===== config.mk =====
export PLATFORM = sky130hd
export DESIGN_NAME = display_mem_arbiter
export DESIGN_NICKNAME = d
export VERILOG_FILES = /design/src/rtl/display_mem_arbiter_pkg.sv /design/src/rtl/scene_addr_calc.sv /design/src/rtl/display_mem_arbiter.sv
export SDC_FILE = /design/constraint.sdc
export NUM_CORES = 1
export LEC_CHECK = 0
export ABC_AREA = 1
export ABC_CLOCK_PERIOD_IN_PS = 4700
export CAP_MARGIN = 25
export CORE_MARGIN = 3
export CORE_UTILIZATION = 56
export DETAILED_ROUTE_END_ITERATION = 12
export GPL_ROUTABILITY_DRIVEN = 0
export GPL_TIMING_DRIVEN = 0
export PLACE_DENSITY = 0.88
export RECOVER_POWER = 50
export SETUP_SLACK_MARGIN = 0.2
export SYNTH_ARGS = -nofsm -noshare
export SYNTH_HDL_FRONTEND = slang
export SYNTH_SLANG_ARGS = --single-unit
export TNS_END_PERCENT = 20

===== constraint.sdc =====
create_clock -name i_pixel_clk -period 4.7 [get_ports i_pixel_clk]
set_clock_uncertainty 0.1 [all_clocks]
set_input_delay 0.47 -clock i_pixel_clk [delete_from_list [all_inputs] [get_ports i_pixel_clk]]
set_output_delay 0.47 -clock i_pixel_clk [all_outputs]
set_load 0.005 [all_outputs]

===== src/rtl/display_mem_arbiter_pkg.sv =====
// Shared scene geometry, widths and clear-sequencer state encoding for the
// display RAM arbiter and its address calculator.
package display_mem_arbiter_pkg;

  localparam int unsigned SCENE_W = 400;  // logical scene width in pixels
  localparam int unsigned SCENE_H = 300;  // logical scene height in pixels
  localparam int unsigned ADDR_W  = 17;   // holds SCENE_W*SCENE_H-1 = 119999
  localparam int unsigned COLOR_W = 6;    // 2 bits each of R, G, B
  localparam int unsigned COORD_W = 9;    // x and y coordinate width

  typedef enum logic [1:0] {
    ST_IDLE     = 2'd0,
    ST_CLR_WAIT = 2'd1,
    ST_CLR_RUN  = 2'd2
  } clr_state_e;

  // True when a coordinate lies strictly below its scene limit.
  function automatic logic coord_in_range(input logic [COORD_W-1:0] c,
                                          input logic [COORD_W-1:0] lim);
    return (c < lim);
  endfunction

endpackage


===== src/rtl/scene_addr_calc.sv =====
// Linear RAM address from logical scene coordinates: addr = y*400 + x.
// The multiply by 400 is built from three shifts (256 + 128 + 16) so no
// multiplier is inferred. The sum is truncated to ADDR_W bits.
module scene_addr_calc
  import display_mem_arbiter_pkg::*;
(
  input  logic [COORD_W-1:0] i_x,
  input  logic [COORD_W-1:0] i_y,
  output logic [ADDR_W-1:0]  o_addr
);

  logic [ADDR_W-1:0] w_x_ext;
  logic [ADDR_W-1:0] w_y_ext;

  assign w_x_ext = {{(ADDR_W-COORD_W){1'b0}}, i_x};
  assign w_y_ext = {{(ADDR_W-COORD_W){1'b0}}, i_y};
  assign o_addr  = (w_y_ext << 8) + (w_y_ext << 7) + (w_y_ext << 4) + w_x_ext;

endmodule


===== src/rtl/display_mem_arbiter.sv =====
// Owns the single-port display RAM and shares it between the VGA scan-out
// read (highest priority, never stalls), the full-frame clear sweep and the
// renderer pixel-write port (lowest priority). The clear arms on a request,
// starts at the next vertical porch marker and pauses on every scan-out read
// cycle, so each RAM word is written exactly once.
// P_SCENE_H lets a reduced-height scene be built; the scene width is fixed
// at 400 because the address calculator's shift-add depends on it.
module display_mem_arbiter
  import display_mem_arbiter_pkg::*;
#(
  parameter int unsigned P_SCENE_H = SCENE_H
) (
  input  logic               i_pixel_clk,
  input  logic               i_rst,
  input  logic [8:0]         i_vga_x,
  input  logic [8:0]         i_vga_y,
  input  logic               i_vga_read,
  input  logic               i_vertical_porch_start,
  output logic [5:0]         o_vga_rgb,
  input  logic               i_wr_req,
  input  logic [8:0]         i_wr_x,
  input  logic [8:0]         i_wr_y,
  input  logic [5:0]         i_wr_rgb,
  output logic               o_wr_ack,
  input  logic               i_clr_req,
  input  logic [5:0]         i_clr_rgb,
  output logic               o_clr_busy,
  output logic               o_clr_done,
  output logic [ADDR_W-1:0]  o_mem_addr,
  output logic               o_mem_we,
  output logic [5:0]         o_mem_wdata,
  input  logic [5:0]         i_mem_rdata
);

  localparam logic [ADDR_W-1:0]  CLR_LAST = ADDR_W'(SCENE_W * P_SCENE_H - 1);
  localparam logic [COORD_W-1:0] W_LIM    = COORD_W'(SCENE_W);
  localparam logic [COORD_W-1:0] H_LIM    = COORD_W'(P_SCENE_H);

  clr_state_e          r_state;
  clr_state_e          w_state_nxt;
  logic [ADDR_W-1:0]   r_clr_cnt;
  logic [ADDR_W-1:0]   w_clr_cnt_nxt;
  logic [COLOR_W-1:0]  r_clr_rgb;
  logic [COLOR_W-1:0]  w_clr_rgb_nxt;
  logic                r_rd_q;
  logic                w_clr_write;
  logic                w_clr_last;
  logic                w_wr_grant;
  logic                w_wr_in_scene;
  logic [ADDR_W-1:0]   w_vga_addr;
  logic [ADDR_W-1:0]   w_wr_addr;

  scene_addr_calc u_vga_addr (
    .i_x    (i_vga_x),
    .i_y    (i_vga_y),
    .o_addr (w_vga_addr)
  );

  scene_addr_calc u_wr_addr (
    .i_x    (i_wr_x),
    .i_y    (i_wr_y),
    .o_addr (w_wr_addr)
  );

  assign w_wr_in_scene = coord_in_range(i_wr_x, W_LIM) && coord_in_range(i_wr_y, H_LIM);

  // Clear sequencer: arm on request, wait for porch, sweep on idle RAM cycles.
  always_comb begin
    w_state_nxt   = r_state;
    w_clr_cnt_nxt = r_clr_cnt;
    w_clr_rgb_nxt = r_clr_rgb;
    w_clr_write   = 1'b0;
    w_clr_last    = 1'b0;
    case (r_state)
      ST_IDLE: begin
        if (i_clr_req) begin
          w_state_nxt   = ST_CLR_WAIT;
          w_clr_rgb_nxt = i_clr_rgb;
        end else begin
          w_state_nxt   = ST_IDLE;
        end
      end
      ST_CLR_WAIT: begin
        if (i_vertical_porch_start) begin
          w_state_nxt = ST_CLR_RUN;
        end else begin
          w_state_nxt = ST_CLR_WAIT;
        end
      end
      ST_CLR_RUN: begin
        if (!i_vga_read) begin
          w_clr_write = 1'b1;
          if (r_clr_cnt == CLR_LAST) begin
            w_clr_last    = 1'b1;
            w_state_nxt   = ST_IDLE;
            w_clr_cnt_nxt = {ADDR_W{1'b0}};
          end else begin
            w_clr_cnt_nxt = r_clr_cnt + {{(ADDR_W-1){1'b0}}, 1'b1};
          end
        end else begin
          w_clr_cnt_nxt = r_clr_cnt;
        end
      end
      default: begin
        w_state_nxt   = ST_IDLE;
        w_clr_cnt_nxt = {ADDR_W{1'b0}};
      end
    endcase
  end

  // Sequencer state, sweep counter, latched clear colour and read-valid flag.
  always_ff @(posedge i_pixel_clk) begin
    if (i_rst) begin
      r_state   <= ST_IDLE;
      r_clr_cnt <= {ADDR_W{1'b0}};
      r_clr_rgb <= {COLOR_W{1'b0}};
      r_rd_q    <= 1'b0;
    end else begin
      r_state   <= w_state_nxt;
      r_clr_cnt <= w_clr_cnt_nxt;
      r_clr_rgb <= w_clr_rgb_nxt;
      r_rd_q    <= i_vga_read;
    end
  end

  // RAM port priority mux: scan-out read, then clear sweep, then renderer.
  always_comb begin
    o_mem_addr  = w_vga_addr;
    o_mem_we    = 1'b0;
    o_mem_wdata = {COLOR_W{1'b0}};
    w_wr_grant  = 1'b0;
    if (i_vga_read) begin
      o_mem_addr = w_vga_addr;
    end else if (w_clr_write) begin
      o_mem_addr  = r_clr_cnt;
      o_mem_we    = !i_rst;
      o_mem_wdata = r_clr_rgb;
    end else if (i_wr_req && (r_state != ST_CLR_RUN)) begin
      // Out-of-scene writes are still acknowledged but never reach the RAM.
      w_wr_grant  = 1'b1;
      o_mem_addr  = w_wr_addr;
      o_mem_we    = w_wr_in_scene && !i_rst;
      o_mem_wdata = i_wr_rgb;
    end else begin
      o_mem_addr = w_vga_addr;
    end
  end

  assign o_wr_ack   = w_wr_grant && !i_rst;
  assign o_clr_done = w_clr_last && !i_rst;
  assign o_clr_busy = (r_state != ST_IDLE);
  assign o_vga_rgb  = r_rd_q ? i_mem_rdata : {COLOR_W{1'b0}};

endmodule


After elaboration in Yosys (flattened, before gate mapping). Cells that the tools add are included.

Output and inout bits: 33. Register bits: 26. Logic and storage cells: 58. Bits of input ports: 60.

Magnitude comparators: 2. Multiplexer cells: 26. Reduce and logical (&&, ||, !) cells: 12. Equality and inequality tests: 6. Add/sub/neg operators: 7. Bitwise logic cells: 1.

Operators with widths (number): 17-bit two-way mux (5); 17-bit by 13-bit adder with 17-bit output (2); 17-bit by 16-bit adder with 17-bit output (2); 17-bit by 9-bit adder with 17-bit output (2); 17-bit case mux with 2 select lines (1); 6-bit two-way mux (4); 9-bit less-than comparator, second input constant (2); 17-bit by 1-bit adder with 17-bit output, second input constant (1); 17-bit == test, second input constant (1); 1-bit two-way mux (12); 2-bit two-way mux (3); 2-bit inequality test, second input constant (3); 2-bit case mux with 3 select lines (1); 2-bit AND reduction (3); 1-bit logical AND (5); 2-bit by 1-bit == test with 1-bit output, second input constant (1); 2-bit == test, second input constant (1); 2-bit logical NOT (1); 2-bit nonzero test (1); 2-bit OR reduction (1); 1-bit logical NOT (1); 1-bit NOT (1).

Logic depth before layout (Yosys ltp). Gate-level depths: netlist (run 1).

Depth in word-level cells: 6. Gate-level depth with buffers: 16. Mapped depth without buffers: 16.

By module. A second synthesis (run 1) with hierarchy kept.

Cells, all modules: 624. Area total of the unflattened synthesis: 3972.6 µm².

By module, submodules not included: display_mem_arbiter (area each 1916.8 µm², instances 1, cells each 308, seq. area each 520.5 µm²); scene_addr_calc at u_wr_addr (area each 1036.0 µm², instances 1, cells each 158, seq. area each 0.0 µm²); scene_addr_calc at u_vga_addr (area each 1019.7 µm², instances 1, cells each 158, seq. area each 0.0 µm²).

Worst setup path after synthesis (run 1). Ideal clock, no wire load.

Path type: input -> output. From: in i_wr_x[8]. To: out o_mem_addr[11]. Buffers on the path: 0. Setup slack: 1522 ps. Stages: 11. Data arrival time: 2608 ps. Required time: 4130 ps. Cell sequence: inv_1 -> fa_1 -> inv_1 -> fa_1 -> ha_1 -> or2_2 -> nand3_1 -> a21oi_1 -> nand3b_1 -> nand3_1 -> nand2_1.

Longest elaborated chain between the ends: 4.

Ends and longest elaborated chain: from (decl) (line display_mem_arbiter.sv:21) `input logic [8:0] i_wr_x,`; 17-bit by 9-bit adder with 17-bit output (line scene_addr_calc.sv:17) `assign o_addr = (w_y_ext << 8) + (w_y_ext << 7) + (w_y_ext << 4) + w_x_ext;`; 17-bit two-way mux (line display_mem_arbiter.sv:138) `end else if (i_wr_req && (r_state != ST_CLR_RUN)) begin`; 17-bit two-way mux (line display_mem_arbiter.sv:134) `end else if (w_clr_write) begin`; 17-bit two-way mux (line display_mem_arbiter.sv:132) `if (i_vga_read) begin`; to (decl) (line display_mem_arbiter.sv:29) `output logic [ADDR_W-1:0] o_mem_addr,`.

No other way between the ends.

Worst setup path in the final report (run 1).
From: in i_wr_y[0]. To: out o_mem_addr[12].

Longest elaborated chain between the ends: 6.

Ends and longest elaborated chain: from (decl) (line display_mem_arbiter.sv:22) `input logic [8:0] i_wr_y,`; 17-bit by 16-bit adder with 17-bit output (line scene_addr_calc.sv:17); 17-bit by 13-bit adder with 17-bit output * (line scene_addr_calc.sv:17); 17-bit by 9-bit adder with 17-bit output * (line scene_addr_calc.sv:17); 17-bit two-way mux * (line display_mem_arbiter.sv:138); 17-bit two-way mux * (line display_mem_arbiter.sv:134); 17-bit two-way mux * (line display_mem_arbiter.sv:132).

Every way passes the cells marked *; elsewhere a longest branch is shown, timed or not.

==> impl_metrics.csv, run 1 <==
group,metric,value,unit
run_status,outcome,"completed",
grt,track_usage,0.266,
synth,synthArstFlopShare,0,
synth,synth_fp_nets,762,
grt,grt_pass1_wl,18300,um
cells_and_area,multi_input_area,2900,um^2
setup_path,start_kind,"input pin",
cells_and_area,regArea,520,um^2
sta,post-route-period-util,0.929,
grt,antenna_found_initial,0,
detailed_routing,avgRoutedWirePerCell,13.3,um
sta,max_slew.worst_pin.slew,0.667,ns
grt,grt_start_max_net_pins,16,
floorplanning,fp.dieH,90.3,um
setup_path,worstPathMaxFanout,5,
cells_and_area,final_cells,821,
sta,hold-worst-slack,0.401,ns
synth,avgSynthCellArea,6.32,um^2
sta,rsz0062_at_grt,"true",
placed_design,placed_cells,817,
power,p_leak,0.00257,uW
detailed_routing,final_antenna_net_count,0,
sta,maxSlewHeadroom,0.555,
floorplanning,die-area,8150,um^2
setup_path,slowest_stage,"fa_1",
synth,yosysSeqAreaShare,0.131,
sta,clock.fmax,229,MHz
floorplanning,die-width,90.3,um
synth,synthMuxAreaShare,0,
power,powerDensity,231,nW/um^2
floorplanning,start_util,0.582,
sta,fin_crit,4.37,ns
power,power,1180,uW
floorplanning,core_area,6830,um^2
floorplanning,num_io_pins,93,
synth,yosysUniqueCellTypes,36,
setup_path,crit_type,"in2out",
cells_and_area,nets,859,
setup_path,crit_top_cell,"nand2_1",
grt,grt.overflow.total,0,
sta,setup_violations,0,
floorplanning,rows,30,
cts,clk_path_buf_depth,2,
run,drv_cap,0,
detailed_routing,post_drt_via_cell_ratio,5.40,
synth,synth_compound_area_frac,0.0878,
cts,cts_setup_buffers,0,
synth,ys.flop_type,"dfxtp_1",
detailed_routing,drcViolationCount,0,
cts,cts.sinks,26,
cts,cts_made_buffers,3,
synth,ys_ff_latch,26,
placed_design,dp_hpwl,9300,um
grt,grt_pass1_vias,4253,
sta,finalMaxSlewViolations,0,
sta,hold_viol,0,
cts,htree_levels,1,
sta,setup-tns-final,0,ns
setup_path,cp.arrival,3.80,ns
synth,syn_inst,629,
detailed_routing,drt_iter0_drc,282,
synth,netlist_area,3980,um^2
synth,synth_top_family_by_area,"simple AND/OR/NAND/NOR gates",
placed_design,numPortBuffers,92,
setup_path,cp-end-kind,"output port",
setup_path,cp_cell_sequence,"clkdlybuf4s50_1 > inv_1 > fa_1 > inv_1 > fa_1 > ha_1 > nand2_1 > o21bai_2 > nand2_1 > nand3_1 > nand3_1 > nand2_1 > nand2_1 > nand2_1 > clkdlybuf4s50_1",
cts,cts.clk_slew.worst_paths,0.09,ns
cells_and_area,postLayoutCoreUtil,0.746,
power,vdd_drop_max,0.155,mV
cells_and_area,fillCellCount,567,
cells_and_area,area_growth,28.1,%
synth,yosys_warnings,0,
detailed_routing,first_pass_iters,5,
cts,cts_tree,"built",
cts,clk_latency,0.28,ns
synth,synth_simple_gate_area_frac,0.349,
cells_and_area,drive_above_1_share,0.0400,
cells_and_area,num_antenna_cells,0,
cts,cts_root_buf,"clkbuf_8",
setup_path,critical_path.max_stage_delay,0.51,ns
setup_path,required,4.13,ns
synth,synth_edf_count,0,
detailed_routing,vias,4431,
synth,synthAdderAreaFrac,0.260,
detailed_routing,wirelength,10900,um
synth,synth-xor-area-share,0.0286,
worst_hold_path,min_path_type,"reg2reg",
placed cells by master (no fill, tap or decap), drive strengths merged, types with 2 or more instances in the layout:
master         instances
xnor2                  3
a21oi                 20
nand4                 10
fa                    16
o21ai                 13
nand3b                 5
dlygate4sd3            6
buf                    5
a32o                   6
nor3                  14
ha                    57
inv                  134
clkbuf                 8
xor2                  10
o221ai                 5
clkdlybuf4s50         86
nand2                160
nand3                 55
o211ai                 3
nor4                   2
dfxtp                 26
nor2                  71
o22ai                  2
cells in the mapped netlist (all sizes together), types with 6 or more instances:
| library cell | instances | area, um^2 |
|---|---|---|
| nor3 | 14 | 95.1 |
| nand4 | 10 | 62.6 |
| dfxtp | 26 | 521 |
| nand2 | 160 | 613 |
| o21ai | 13 | 65.1 |
| nand3 | 55 | 275 |
| a21oi | 20 | 100 |
| ha | 57 | 713 |
| a32o | 6 | 60.1 |
| nor2 | 71 | 287 |
| fa | 16 | 320 |
| xor2 | 10 | 87.6 |
| buf | 7 | 56.3 |
| inv | 134 | 503 |
metrics by stage:
| step | area, um^2 | worst slack [ns] |
|---|---|---|
| 2_1_floorplan | 3980 | 1.52 |
| 3_3_place_gp | 5020 | 0.357 |
| 3_5_place_dp | 5020 | 0.313 |
| 4_1_cts | 5090 | 0.305 |
| 5_1_grt | 5090 | 0.158 |
| 6_report | 5090 | 0.333 |
timing repair:
item,4_1_cts,5_1_grt
setup endpoints to repair,0,7
hold buffers,0,0
endpoints found under the hold margin,0,0
gates resized for setup,0,7
state kept, by name, indices dropped and copies added (netlist names):
signal	flops
r_clr_cnt	17
r_clr_rgb	6
r_rd_q	1
r_state	2
worst max-delay path: cells and delay by family:
family	cells	cell delay, ns
AND/OR/NAND/NOR	7	0.61
AO/OA/AOI/OAI	1	0.21
buffers and inverters	4	1.15
adder cells (fa/ha/maj)	3	1.34
final cells by class:
| type | count | area share |
|---|---|---|
| multi-input cells | 459 | 0.569 |
| repair buffers | 92 | 0.181 |
| flip-flops and latches | 26 | 0.102 |
| inverters | 134 | 0.0987 |
| well taps | 96 | 0.0236 |
| plain buffers | 10 | 0.0115 |
| clock buffers | 3 | 0.00811 |
| clock inverters | 1 | 0.00590 |
final timing paths:
| check | start | slack, ns | cells past startpoint | to |
|---|---|---|---|---|
| max | i_wr_y[0] | 0.33 | 15 | o_mem_addr[12] |
| min | r_clr_rgb[4] | 0.40 | 2 | r_clr_rgb[4] |
| max reg2reg | r_state[1] | 2.68 | 10 | r_clr_cnt[14] |
| min reg2reg | r_clr_rgb[4] | 0.40 | 2 | r_clr_rgb[4] |
power breakdown:
group          internal (uW)  leakage (uW)  total, uW  switching, uW
Clock                    114     0.0000357        189           74.6
Sequential               228      0.000211        233           5.68
Combinational            336       0.00232        755            419
Total                    678       0.00257       1180            499
logic make-up (layout without fill, tap and decap cells):
kind of cell,after synthesis,in the layout
fa+ha+maj,73,73
simple gates,318,318
buf+inv,144,240
compound gates,55,55
flops,26,26
xor+xnor,13,13
per-layer routing:
metal  part of all wire  up-vias  routed length, um  GRT usage
met5                  0        -                  0          0
met4              0.020        0                217     0.0689
met3              0.081       28                882     0.0567
met2               0.49      185               5370      0.485
met1               0.41     2026               4450      0.315
li1                   -     2192                  -          -
Note: power is estimated with default switching activity, not from simulation.
==> inputs of run 2 (changes only) <==
- CORE_UTILIZATION: 56 -> 40
- PLACE_DENSITY: 0.88 -> 0.66
==> run 2 against run 1 <==
  * Die area grew 37%
  * Combinational power shrank 2%
  * Critical path depth grew 1
  * Fmax shrank 0.21%
  * Register-to-register slack lost 0.20 ns
  * Total power shrank 0.60%
==> impl_metrics.csv, run 2 (same netlist as run 1, synthesis figures left out) <==
group,metric,value,unit
run_status,outcome,"completed",
floorplanning,core_area,9460,um^2
cts,cts.clk_slew.worst_paths,0.10,ns
sta,fin_crit,4.38,ns
power,p_leak,0.00258,uW
detailed_routing,wirelength,10800,um
floorplanning,fp.dieH,106,um
cts,cts.sinks,26,
sta,clock.fmax,229,MHz
floorplanning,die-area,11200,um^2
placed_design,placedInstanceArea,5060,um^2
setup_path,start_kind,"input pin",
worst_hold_path,min_path_type,"reg2reg",
cts,cts_root_buf,"clkbuf_8",
detailed_routing,drcViolationCount,0,
cells_and_area,drive_above_1_share,0.0331,
placed_design,post-place-ws,0.292,ns
placed_design,dp_hpwl,9300,um
cts,htree_levels,1,
floorplanning,num_io_pins,93,
setup_path,rr_endpoint,"r_clr_cnt[14]",
sta,setup_violations,0,
setup_path,required,4.13,ns
detailed_routing,first_pass_iters,5,
grt,grt.overflow.total,0,
setup_path,cp-end-kind,"output port",
cells_and_area,nets,859,
cells_and_area,final_common_cell,"nand2_1",
grt,grt_pass1_wl,18600,um
detailed_routing,drt_iter0_drc,193,
sta,max_slew.worst_pin.slew,0.639,ns
detailed_routing,post_drt_via_cell_ratio,5.01,
floorplanning,die-width,106,um
sta,maxSlewHeadroom,0.574,
cells_and_area,regMostFlops,"r_clr_cnt",
setup_path,worstPathMaxFanout,6,
detailed_routing,avgRoutedWirePerCell,12.7,um
sta,finalMaxSlewViolations,0,
worst_hold_path,whs_path_depth,2,
detailed_routing,vias,4275,
power,vdd_drop_max,0.133,mV
worst_hold_path,whs_endpoint,"r_clr_rgb[2]",
run,drv_cap,0,
cells_and_area,area_growth,28.7,%
worst_hold_path,min_from,"r_clr_rgb[2]",
floorplanning,rows,35,
setup_path,rrSetupSlack,2.48,ns
cts,clk_latency,0.28,ns
cts,cts_setup_buffers,0,
sta,rsz0062_at_grt,"true",
grt,grt_pass1_vias,4180,
cells_and_area,postLayoutCellArea,5120,um^2
setup_path,reg2regPathDepth,10,
cells_and_area,fillCellCount,949,
cts,cts_made_buffers,3,
cts,clk_path_buf_depth,2,
grt,antenna_found_initial,0,
setup_path,cp.arrival,3.81,ns
cells_and_area,largestRegisters,"r_clr_cnt: 17 flops, r_clr_rgb: 6 flops, r_state: 2 flops",
grt,grt_start_max_net_pins,16,
setup_path,crit_type,"in2out",
cells_and_area,num_antenna_cells,0,
sta,setup-tns-final,0,ns
power,powerDensity,229,nW/um^2
cells_and_area,final_cell_mix,"nand2_1, inv_1, clkdlybuf4s50_1",
floorplanning,start_util,0.420,
sta,hold_viol,0,
placed_design,numPortBuffers,92,
grt,track_usage,0.198,
detailed_routing,final_antenna_net_count,0,
sta,fin_ws,0.324,ns
sta,post-route-period-util,0.931,
cts,cts_tree,"built",
setup_path,crit-reg2reg-launch,"r_state[1]",
cells_and_area,postLayoutCoreUtil,0.541,
cells_and_area,largest_register_ffs,17,
run 2: metrics by stage:
stage          cells  hold slack, ns  total power (uW)
3_5_place_dp     850           0.389               976
6_report         854           0.409              1170
4_1_cts          854           0.404              1170
3_3_place_gp     850           0.374               969
5_1_grt          854           0.432              1300
2_1_floorplan    629           0.356               705
run 2: cell type report:
| class | count | area [um^2] | area share |
|---|---|---|---|
| multi-input cells | 459 | 2890 | 0.564 |
| repair buffers | 92 | 923 | 0.180 |
| flip-flops and latches | 26 | 520 | 0.102 |
| inverters | 134 | 503 | 0.0983 |
| well taps | 129 | 161 | 0.0315 |
| plain buffers | 10 | 51.3 | 0.0100 |
| clock buffers | 3 | 41.3 | 0.00807 |
| clock inverters | 1 | 30.0 | 0.00587 |
run 2: worst max path at each step:
| stage | from | endpoint | slack, ns | cells past startpoint |
|---|---|---|---|---|
| after floorplan | i_wr_x[8] | o_mem_addr[11] | 1.52 | 11 |
| after global placement | i_vga_y[0] | o_mem_addr[13] | 0.31 | 16 |
| after detailed placement | i_vga_y[0] | o_mem_addr[13] | 0.29 | 16 |
| after CTS | i_vga_y[0] | o_mem_addr[13] | 0.28 | 16 |
| after global routing | i_vga_y[4] | o_mem_addr[15] | 0.13 | 15 |
| final | i_vga_y[0] | o_mem_addr[13] | 0.32 | 16 |
run 2: routing by layer:
metal	share of wire	vias up	wire length, um	GRT usage
li1	-	2184	-	-
met1	0.45	1954	4870	0.248
met2	0.47	129	5050	0.351
met3	0.076	8	820	0.0435
met4	0.0087	0	94	0.0324
met5	0	-	0	0
run 2: what timing repair did:
action	4_1_cts	5_1_grt
resized for setup	0	7
hold buffers	0	0
setup endpoints to repair	0	7
run 2: power breakdown:
part | total, uW | switching, uW | internal (uW)
combinational | 743 | 411 | 332
clock | 194 | 79.6 | 114
sequential | 233 | 5.34 | 228
total | 1170 | 496 | 674
run 2: worst max-delay path, cell delays in order:
cell	delay [ns]
clkdlybuf4s50_1	0.50
inv_1	0.09
fa_1	0.51
inv_1	0.05
fa_1	0.51
ha_2	0.31
nand2_1	0.10
nand3_1	0.14
nand3_1	0.12
nand2_1	0.06
nand2_1	0.06
nand2_1	0.08
o21ai_0	0.15
inv_1	0.05
nand2_1	0.08
clkdlybuf4s50_1	0.52
==> inputs of run 3 (changes only) <==
- ABC_CLOCK_PERIOD_IN_PS: 4700 -> 5000
- clock period: 4.7 -> 5 ns (I/O delays scaled with it)
==> run 3 against run 2 <==
  * Final area unchanged
  * Register-to-register slack improved by 0.48 ns
  * Critical path depth unchanged
  * Count of clock-buffer cells in the layout unchanged
  * Routed wire length decreased by 0.90%
  * Non-clock buffer count unchanged
  * Sequential cell count unchanged
  * Critical endpoint unchanged
  * Largest cell class unchanged
  * Highest routed layer unchanged
==> impl_metrics.csv, run 3 (same netlist as run 1, synthesis figures left out) <==
group,metric,value,unit
setup_path,crit_type,"in2out",
floorplanning,core_area,9460,um^2
grt,grt_start_max_net_pins,16,
cts,cts.clk_slew.worst_paths,0.10,ns
sta,fin_ws,0.531,ns
cts,cts_setup_buffers,0,
cts,cts_made_buffers,3,
cts,clk_latency,0.28,ns
detailed_routing,final_antenna_net_count,0,
cells_and_area,postLayoutCoreUtil,0.541,
floorplanning,die-area,11200,um^2
cells_and_area,regArea,520,um^2
floorplanning,start_util,0.420,
floorplanning,rows,35,
grt,track_usage,0.198,
cells_and_area,regMostFlops,"r_clr_cnt",
setup_path,cp-end-kind,"output port",
cts,clk_path_buf_depth,2,
sta,setup-tns-final,0,ns
cells_and_area,fillCellCount,953,
grt,antenna_found_initial,1,
cells_and_area,multi_input_area,2880,um^2
setup_path,reg2regPathDepth,10,
sta,clock.fmax,224,MHz
placed_design,placed_cells,850,
setup_path,crit-reg2reg-launch,"r_state[1]",
sta,max_slew.worst_pin.slew,0.636,ns
setup_path,crit_path_end,"o_mem_addr[13]",
setup_path,start_kind,"input pin",
cells_and_area,largestRegisters,"r_clr_cnt: 17 flops, r_clr_rgb: 6 flops, r_state: 2 flops",
floorplanning,die-width,106,um
sta,rsz0062_at_grt,"false",
cells_and_area,area_growth,28.7,%
sta,setup_violations,0,
power,vdd_drop_max,0.124,mV
setup_path,rrSetupSlack,2.96,ns
cells_and_area,nets,859,
sta,maxSlewHeadroom,0.576,
floorplanning,fp.dieH,106,um
sta,hold_viol,0,
power,powerDensity,214,nW/um^2
floorplanning,num_io_pins,93,
cts,post_cts_resized,0,
cts,cts-hold-fix-buffers,0,
detailed_routing,drt_iter0_drc,205,
setup_path,cp.arrival,3.87,ns
placed_design,numPortBuffers,92,
setup_path,worstPathMaxFanout,6,
detailed_routing,drcViolationCount,0,
run,drv_cap,0,
placed_design,post-place-ws,0.532,ns
detailed_routing,first_pass_iters,4,
cts,htree_levels,1,
setup_path,required,4.40,ns
grt,grt_pass1_vias,4180,
sta,post-route-period-util,0.894,
sta,hold-worst-slack,0.409,ns
cells_and_area,final_common_cell,"nand2_1",
setup_path,crit_start,"i_vga_y[0]",
setup_path,rr_endpoint,"r_clr_cnt[14]",
cells_and_area,drive_above_1_share,0.0317,
cts,cts_tree,"built",
cts,cts_root_buf,"clkbuf_8",
detailed_routing,avgRoutedWirePerCell,12.6,um
cts,cts.sinks,26,
detailed_routing,wirelength,10700,um
detailed_routing,vias,4274,
worst_hold_path,min_path_type,"reg2reg",
sta,finalMaxSlewViolations,0,
detailed_routing,post_drt_via_cell_ratio,5.00,
cells_and_area,largest_register_ffs,17,
cells_and_area,final_cell_mix,"nand2_1, inv_1, clkdlybuf4s50_1",
cells_and_area,final_cells,855,
power,p_leak,0.00256,uW
run_status,outcome,"completed",
sta,fin_crit,4.47,ns
grt,grt.overflow.total,0,
grt,grt_pass1_wl,18600,um
placed_design,dp_hpwl,9300,um
==> run 3: how the worst min path moves through the flow <==
| stage | cells after the start | end | slack [ns] | startpoint |
|---|---|---|---|---|
| 4_1_cts | 2 | r_clr_rgb[1] | 0.40 | r_clr_rgb[1] |
| 5_1_grt | 2 | r_clr_rgb[4] | 0.43 | r_clr_rgb[4] |
| 3_3_place_gp | 2 | r_clr_rgb[1] | 0.37 | r_clr_rgb[1] |
| 6_report | 2 | r_clr_rgb[2] | 0.41 | r_clr_rgb[2] |
| 3_5_place_dp | 2 | r_clr_rgb[1] | 0.39 | r_clr_rgb[1] |
| 2_1_floorplan | 2 | r_clr_rgb[0] | 0.36 | r_clr_rgb[0] |
==> run 3: layout make-up <==
cell class,instances,share of cell area
repair buffers,92,0.180
well taps,129,0.0315
inverters,134,0.0983
clock buffers,3,0.00807
clock inverters,1,0.00587
multi-input cells,459,0.562
diodes,1,0.000489
flip-flops and latches,26,0.102
plain buffers,10,0.0115
==> run 3: power breakdown <==
group          total (uW)  switching (uW)  internal (uW)
sequential            220            5.45            214
combinational         692             382            310
clock                 182            74.5            107
total                1090             462            632
==> run 3: stage by stage <==
stage,cell area (um^2),power (uW)
2_1_floorplan,3980,662
3_3_place_gp,5060,911
3_5_place_dp,5060,917
4_1_cts,5130,1100
5_1_grt,5120,1210
6_report,5120,1090
==> run 3: critical path, cell delays in order <==
cell	delay [ns]
clkdlybuf4s50_1	0.50
inv_1	0.09
fa_1	0.51
inv_1	0.05
fa_1	0.46
ha_1	0.39
nand2_1	0.12
nand3_1	0.14
nand3_1	0.12
nand2_1	0.06
nand2_1	0.06
nand2_1	0.08
o21ai_0	0.15
inv_1	0.05
nand2_1	0.08
clkdlybuf4s50_1	0.52
==> run 3: metal layers <==
layer / vias up / part of all wire / global-route usage
met2: 114 / 0.47 / 0.351
met4: 0 / 0.0088 / 0.0324
li1: 2187 / - / -
met5: - / 0 / 0
met1: 1965 / 0.45 / 0.248
met3: 8 / 0.072 / 0.0435
